$ cat src/rtl/riscy_pkg.sv
// Shared definitions for the memory-side blocks: FSM states, access size
// codes, bus widths and the default fetch-starvation limit.
package riscy_pkg;

  typedef enum logic [1:0] {
    IDLE   = 2'b00,
    I_RESP = 2'b01,
    D_RESP = 2'b10
  } arb_state_e;

  localparam logic [1:0] SIZE_BYTE = 2'b00;
  localparam logic [1:0] SIZE_HALF = 2'b01;
  localparam logic [1:0] SIZE_WORD = 2'b10;

  localparam int unsigned STARVE_LIMIT_DEF = 4;
  localparam int ADDR_W = 14;
  localparam int DATA_W = 32;

  // Halfwords need an even address, words a 4-byte aligned address; code 11
  // is not a legal size and is always treated as misaligned.
  function automatic logic is_misaligned(input logic [1:0] size,
                                         input logic [1:0] addr_lo);
    logic mis;
    mis = 1'b0;
    case (size)
      SIZE_BYTE: mis = 1'b0;
      SIZE_HALF: mis = addr_lo[0];
      SIZE_WORD: mis = (addr_lo != 2'b00);
      default:   mis = 1'b1;
    endcase
    return mis;
  endfunction

endpackage

$ cat src/rtl/mem_arbiter.sv
// Two-requester arbiter in front of a single-port RAM. Data accesses win
// ties unless fetch has been starved for STARVE_LIMIT data grants. Every
// access is a grant cycle followed by one response cycle.
module mem_arbiter
  import riscy_pkg::*;
#(
  parameter int unsigned STARVE_LIMIT = STARVE_LIMIT_DEF
) (
  input  logic              clk,
  input  logic              reset,
  // fetch port
  input  logic              if_req,
  input  logic [ADDR_W-1:0] if_addr,
  output logic              if_gnt,
  output logic              if_rvalid,
  output logic [DATA_W-1:0] if_rdata,
  // data port
  input  logic              d_req,
  input  logic              d_we,
  input  logic [ADDR_W-1:0] d_addr,
  input  logic [DATA_W-1:0] d_wdata,
  input  logic [1:0]        d_size,
  input  logic              d_unsigned,
  output logic              d_gnt,
  output logic              d_rvalid,
  output logic [DATA_W-1:0] d_rdata,
  output logic              d_err,
  // RAM port
  output logic [ADDR_W-1:0] ram_addr,
  output logic              ram_w_en,
  output logic [DATA_W-1:0] ram_d_in,
  output logic [1:0]        ram_d_size,
  output logic              ram_u_en,
  input  logic [DATA_W-1:0] ram_d_out,
  input  logic [DATA_W-1:0] ram_i_out
);

  localparam int CNT_W = (STARVE_LIMIT < 1) ? 1 : $clog2(STARVE_LIMIT + 1);
  localparam logic [CNT_W-1:0] LIMIT = CNT_W'(STARVE_LIMIT);

  arb_state_e       state_q, state_d;
  logic [CNT_W-1:0] starve_q, starve_d;
  logic             kind_we_q, kind_we_d;
  logic             kind_mis_q, kind_mis_d;
  logic             d_mis;

  assign d_mis = is_misaligned(d_size, d_addr[1:0]);

  // State, starvation counter and the kind of the granted data access.
  always_ff @(posedge clk or negedge reset) begin
    if (!reset) begin
      state_q    <= IDLE;
      starve_q   <= '0;
      kind_we_q  <= 1'b0;
      kind_mis_q <= 1'b0;
    end else begin
      state_q    <= state_d;
      starve_q   <= starve_d;
      kind_we_q  <= kind_we_d;
      kind_mis_q <= kind_mis_d;
    end
  end

  // Arbitration in IDLE: grant, steer the winner's payload onto the RAM
  // port and pick the response state. Grants are held off while in reset.
  always_comb begin
    state_d    = state_q;
    starve_d   = starve_q;
    kind_we_d  = kind_we_q;
    kind_mis_d = kind_mis_q;
    if_gnt     = 1'b0;
    d_gnt      = 1'b0;
    ram_addr   = '0;
    ram_w_en   = 1'b0;
    ram_d_in   = '0;
    ram_d_size = SIZE_WORD;
    ram_u_en   = 1'b0;
    if (state_q == IDLE) begin
      if (reset && if_req && (!d_req || starve_q == LIMIT)) begin
        if_gnt   = 1'b1;
        ram_addr = if_addr;
        starve_d = '0;
        state_d  = I_RESP;
      end else if (reset && d_req) begin
        d_gnt      = 1'b1;
        ram_addr   = d_addr;
        ram_w_en   = d_we & ~d_mis;
        ram_d_in   = d_wdata;
        ram_d_size = d_size;
        ram_u_en   = d_unsigned;
        kind_we_d  = d_we;
        kind_mis_d = d_mis;
        state_d    = D_RESP;
        if (if_req && starve_q != LIMIT) begin
          starve_d = starve_q + 1'b1;
        end
      end
    end else begin
      state_d = IDLE;
    end
  end

  // Response cycle: return RAM data for reads, zero for writes and errors.
  always_comb begin
    if_rvalid = (state_q == I_RESP);
    if_rdata  = if_rvalid ? ram_i_out : '0;
    d_rvalid  = (state_q == D_RESP);
    d_err     = d_rvalid & kind_mis_q;
    d_rdata   = (d_rvalid && !kind_we_q && !kind_mis_q) ? ram_d_out : '0;
  end

endmodule
$ cat config.mk
export PLATFORM = sky130hd
export DESIGN_NAME = mem_arbiter
export DESIGN_NICKNAME = d
export VERILOG_FILES = /design/src/rtl/riscy_pkg.sv /design/src/rtl/mem_arbiter.sv
export SDC_FILE = /design/constraint.sdc
export NUM_CORES = 1
export LEC_CHECK = 0
export BUFFER_PORTS_ARGS = -buffer_cell sky130_fd_sc_hd__buf_4
export CAP_MARGIN = 20
export CORE_AREA = 2 2 97 99
export CTS_CLUSTER_SIZE = 14
export DETAILED_ROUTE_END_ITERATION = 7
export DIE_AREA = 0 0 99 101
export PLACE_DENSITY = 0.6
export SYNTH_ARGS = -nofsm -noshare
export SYNTH_HDL_FRONTEND = slang
export SYNTH_SLANG_ARGS = --single-unit
$ cat constraint.sdc
create_clock -name clk -period 2.05 [get_ports clk]
set_input_delay 0.5125 -clock clk [delete_from_list [all_inputs] [get_ports clk]]
set_output_delay 0.5125 -clock clk [all_outputs]
set_load 0.01 [all_outputs]
### Yosys cells after proc, flatten, opt, wreduce, memory -nomap -nowiden

Cells that the tools add are included.

| word-level totals | value |
|---|---|
| flip-flop bits (word level) | 7 |
| input bits | 132 |

| cells by class | value |
|---|---|
| equal/unequal tests | 7 |
| reductions and logical operators | 17 |
| mux-type cells | 29 |
| $add $sub $neg | 1 |
| bitwise logic cells | 4 |

Operators with widths:

| operator | count |
|---|---|
| $mux W32 | 5 |
| $mux W14 | 3 |
| $mux W2 | 6 |
| $mux W1 | 11 |
| $mux W3 | 3 |
| $logic_and A1 B1 Y1 | 6 |
| $reduce_and A3 Y1 | 2 |
| $reduce_bool A2 Y1 | 3 |
| $eq A2 B1 Y1 const B | 2 |
| $eq A2 B2 Y1 const B | 2 |
| $logic_not A2 Y1 | 2 |
| $add A3 B1 Y3 const B | 1 |
| $eq A3 B3 Y1 const B | 1 |
| $logic_not A1 Y1 | 3 |
| $ne A3 B1 Y1 const B | 1 |
| $ne A3 B3 Y1 const B | 1 |
| $pmux W1 S3 | 1 |
| $and A1 B1 Y1 | 2 |
| $not A1 Y1 | 2 |
| $logic_or A1 B1 Y1 | 1 |

### Depth between registers and ports, before layout

| logic depth | value |
|---|---|
| depth in word-level cells | 7 |
| gate-level depth with buffers | 7 |

### Least setup slack after synthesis

OpenSTA, ideal clock, no wires.

| timing path | value |
|---|---|
| path kind | in2out |
| start | in reset |
| end | out ram_d_in[12] |
| data arrival time | 1.630 ns |
| cell stages on the path | 6 |
| buffers on the path | 3 |
| path slack | -0.093 ns |
| cell sequence | or3b_1 > buf_2 > nor3b_2 > buf_4 > buf_6 > and2_1 |

| between the ends | value |
|---|---|
| cells in the longest elaborated chain, start to end | 4 |
| elaborated cells between the ends (all ways) | 6 |
| classes of those cells | mux (3); reduce/logical (3) |

Ends and longest elaborated chain:

| item | RTL line | source |
|---|---|---|
| from (decl) | mem_arbiter.sv:10 | `input logic reset,` |
| $logic_and A1 B1 Y1, on equally long branches | mem_arbiter.sv:84, mem_arbiter.sv:79 |  |
| $mux W32 or $logic_and A1 B1 Y1 (tied branches) | mem_arbiter.sv:84, mem_arbiter.sv:79 |  |
| $mux W32 (*) | mem_arbiter.sv:79 | `if (reset && if_req && (!d_req \|\| starve_q == LIMIT)) begin` |
| $mux W32 (*) | mem_arbiter.sv:78 | `if (state_q == IDLE) begin` |
| to (decl) | mem_arbiter.sv:31 | `output logic [DATA_W-1:0] ram_d_in,` |

Every way passes the cells marked *; elsewhere a longest branch is shown, timed or not.

### Final worst setup path

| timing path | value |
|---|---|
| start | reg state_q[1] |
| end | out ram_u_en |

| between the ends | value |
|---|---|
| cells in the longest elaborated chain, start to end | 2 |

Ends and longest elaborated chain:

| item | RTL line | source |
|---|---|---|
| from (decl) | mem_arbiter.sv:41 | `arb_state_e state_q, state_d;` |
| from (signal assigned) | mem_arbiter.sv:57 | `state_q <= state_d;` |
| $logic_not A2 Y1 | mem_arbiter.sv:78 |  |
| $mux W1 | mem_arbiter.sv:78 |  |
| to (decl) | mem_arbiter.sv:33 | `output logic ram_u_en,` |

Every way passes these cells.

==> impl_metrics.toml <==
[outcome]
outcome = "complete, but fails checks"
violations = "negative setup slack"

[cts]
clkSlewWorstSetupHoldPaths_ns = 0.04
cts_tree = "yes"
cts_buffers = 3
clkSinkCount = 7
htree_levels = 1
clkLatencyLatePin_ns = 0.23
clockBufferDepth = 2
holdBufCountCts = 0
ctsRootBufferMaster = "clkbuf_8"

[global_route]
grt_max_degree = 39
antenna_found_initial = 0
grt_use_total_pct = 14.6
overflow = 0
grt_pass1_wl_um = 11500
grt_pass1_vias = 2107

[power_and_ir_drop]
max-vdd-ir-drop_v = 0.000238
p_sw_w = 0.000343
power_density_mw_per_mm2 = 281
clock_power_share_pct = 18.7
pwr-share-comb_pct = 64.2
design_power_total_w = 0.00106
switching_share_pct = 32.3
seqPwrFrac_pct = 17.1
p_leak_nw = 2.03
intPower_w = 0.000721

[routing]
highest_layer = "met4"
drt_iter0_drc = 42
route.met3.wl_um = 779
drt_first_pass_iters = 4
postRouteAntennaNets = 0
vias = 2291
drc = 0
vias_per_cell = 4.05
wl_met1_um = 3110
wl_met2_um = 4340
routed_wl_um = 8320
wl_per_cell_um = 14.7

[sta]
rsz0062_at_grt = "yes"
skew_ns = 0.00262
worst_pin_slew_ns = 0.248
slew_viol_final = 0
layout_worst_path_cycle_share_pct = 110
hold_violations = 0
hold-worst-slack_ns = 0.182
finalWorstSetupSlack_ns = -0.207
maxSlewHeadroom_pct = 83.5
fmax_mhz = 443
setup_viol = 70
fin_crit_ns = 2.26

[final_layout]
final_cell_area_mm2 = 0.00378
final_cell_mix = "buf_4 (254), and2_1 (88), nand3_1 (18)"
final_common_cell = "buf_4"
n_fill_cell = 891
area_growth_syn_to_layout_pct = 189
nNetsFinal = 589
drive_above_1_share_pct = 68.9
antenna-diode-count = 0

[synthesis]
yosys.area_share.simple_pct = 66.8
synth_top_family_by_area = "simple AND/OR/NAND/NOR gates"
synth_area_mm2 = 0.00131
synth_fp_nets = 331
synth_xor_area_share_pct = 0
synth-compound-area-share_pct = 8.12
synth_cell_types = 27
synthCells = 197
synth_mux_area_share_pct = 2.58
synthAdderAreaFrac_pct = 1.91
synth_seq_cells = 7
seq_area_frac_synth_pct = 13.4
ys_warn_count = 0
avgSynthCellArea_um2 = 6.65

[setup_path]
crit_required_ns = 1.54
critPathSlowestCell = "or3b_4"
endpoint = "ram_u_en"
cp_cell_sequence = "or3b_4, nor3b_4, buf_12, and2_1, buf_4"
critPathMaxFanout = 38
cp-start-kind = "flip-flop"
worstPathArrival_ns = 1.74
reg2reg_setup_slack_ns = 0.27
r2r-end = "kind_mis_q$_DFFE_PN0P_"
startpoint = "state_q[1]$_DFFE_PN0P_"
cp-end-kind = "output port"
cpPeakStageDelay_ns = 0.42
worstReg2RegStart = "state_q[1]$_DFFE_PN0P_"
ff2ff_path_depth = 5
crit_type = "flip-flop to output port"

[floorplanning]
core_mm2 = 0.00898
die_height_um = 101
boundaryPins = 251
num_rows = 35
dieArea_mm2 = 0.0100
die_x_um = 99
start_util_pct = 14.6

[placed_design]
dp.final_hpwl_um = 6940
pre_cts_ws_ns = -0.189
portBuffers = 250
post_dp_cell_area_mm2 = 0.00341
gp_congestion = 0.792

[min_path]
hp-class = "input pin to asynchronous set/reset pin"

[flow_run]
maxCapViolations = 0
[per-stage QoR]
stage,TNS [ns],utilization (%),std cells
2_1_floorplan,-1.18,-,197
3_3_place_gp,-4.57,38.0,554
3_5_place_dp,-5.96,38.0,554
4_1_cts,-12.31,40.5,563
5_1_grt,-17.33,42.1,565
6_report,-11.44,42.1,565
[worst max-delay path: cells and delay by family, from the launching register on]
family / cells / cell delay, ns
AND/OR/NAND/NOR: 3 / 0.81
buffers and inverters: 2 / 0.32
flip-flops: 1 / 0.38
[cell usage after synthesis, drive strengths merged]
master / number / area [um^2]
inv: 3 / 11.3
o21ai: 1 / 5.00
nand2: 2 / 7.51
nor2: 4 / 15.0
nor3b: 4 / 35.0
nand3: 29 / 145
clkbuf: 13 / 50.0
nor2b: 2 / 12.5
a21oi: 15 / 75.1
and2: 99 / 619
nand4bb: 1 / 11.3
a22o: 1 / 8.76
and3b: 1 / 8.76
dfrtp: 7 / 175
or3b: 1 / 8.76
a21bo: 1 / 10.0
nor3: 1 / 5.00
mux2: 3 / 33.8
nand2b: 1 / 6.26
ha: 2 / 25.0
buf: 5 / 33.8
o31ai: 1 / 7.51
[final cells by class]
| cell class | instances | area (um^2) | area share (%) |
|---|---|---|---|
| Sequential cell | 7 | 175 | 4.63 |
| Multi-Input combinational cell | 169 | 1200 | 31.9 |
| Clock buffer | 4 | 45.0 | 1.19 |
| Timing Repair Buffer | 271 | 2210 | 58.4 |
| Tap cell | 111 | 139 | 3.67 |
| Inverter | 3 | 11.3 | 0.298 |
[metal layers]
layer | vias up | GRT usage (%)
met5 | - | 0
met4 | 0 | 3.06
li1 | 1150 | -
met1 | 1024 | 17.3
met2 | 108 | 26.5
met3 | 9 | 3.95
[worst min path at each step]
stage / from / endpoint / slack (ns) / depth (start not counted)
finish: reset / starve_q[0]$_DFFE_PN0P_ / 0.18 / 2
CTS: reset / kind_we_q$_DFFE_PN0P_ / 0.18 / 2
global placement: reset / kind_we_q$_DFFE_PN0P_ / 0.43 / 2
floorplan: reset / kind_mis_q$_DFFE_PN0P_ / 0.22 / 0
global route: reset / state_q[0]$_DFFE_PN0P_ / 0.19 / 2
detailed placement: reset / kind_we_q$_DFFE_PN0P_ / 0.43 / 2
[sequential cells by signal (all words and copies together) (netlist names)]
register    cells
kind_mis_q      1
starve_q        3
state_q         2
kind_we_q       1
[repair_timing]
action | 4_1_cts | 5_1_grt
pin swaps | 2 | 17
setup buffers | 3 | 1
gates resized for setup | 22 | 28
gates cloned | 2 | 1
setup endpoints to repair | 84 | 84
[logic make-up (layout without fill, tap and decap cells)]
logic type,Yosys count,in the layout
flip-flops,7,7
AND/OR/NAND/NOR,145,145
adder cells (fa/ha/maj),2,2
multiplexers,3,3
buffers and inverters,21,278
AO/OA/AOI/OAI,19,19
[power groups by stage]
stage / registers [W] / clock network [W] / logic [W]
floorplan: 0.000173 / 0 / 0.000218
global placement: 0.000177 / 0 / 0.000584
detailed placement: 0.000179 / 0 / 0.000592
CTS: 0.000181 / 0.000203 / 0.000650
global route: 0.000185 / 0.000210 / 0.000737
finish: 0.000182 / 0.000199 / 0.000683
No activity file was read; power rests on OpenSTA's default activity.
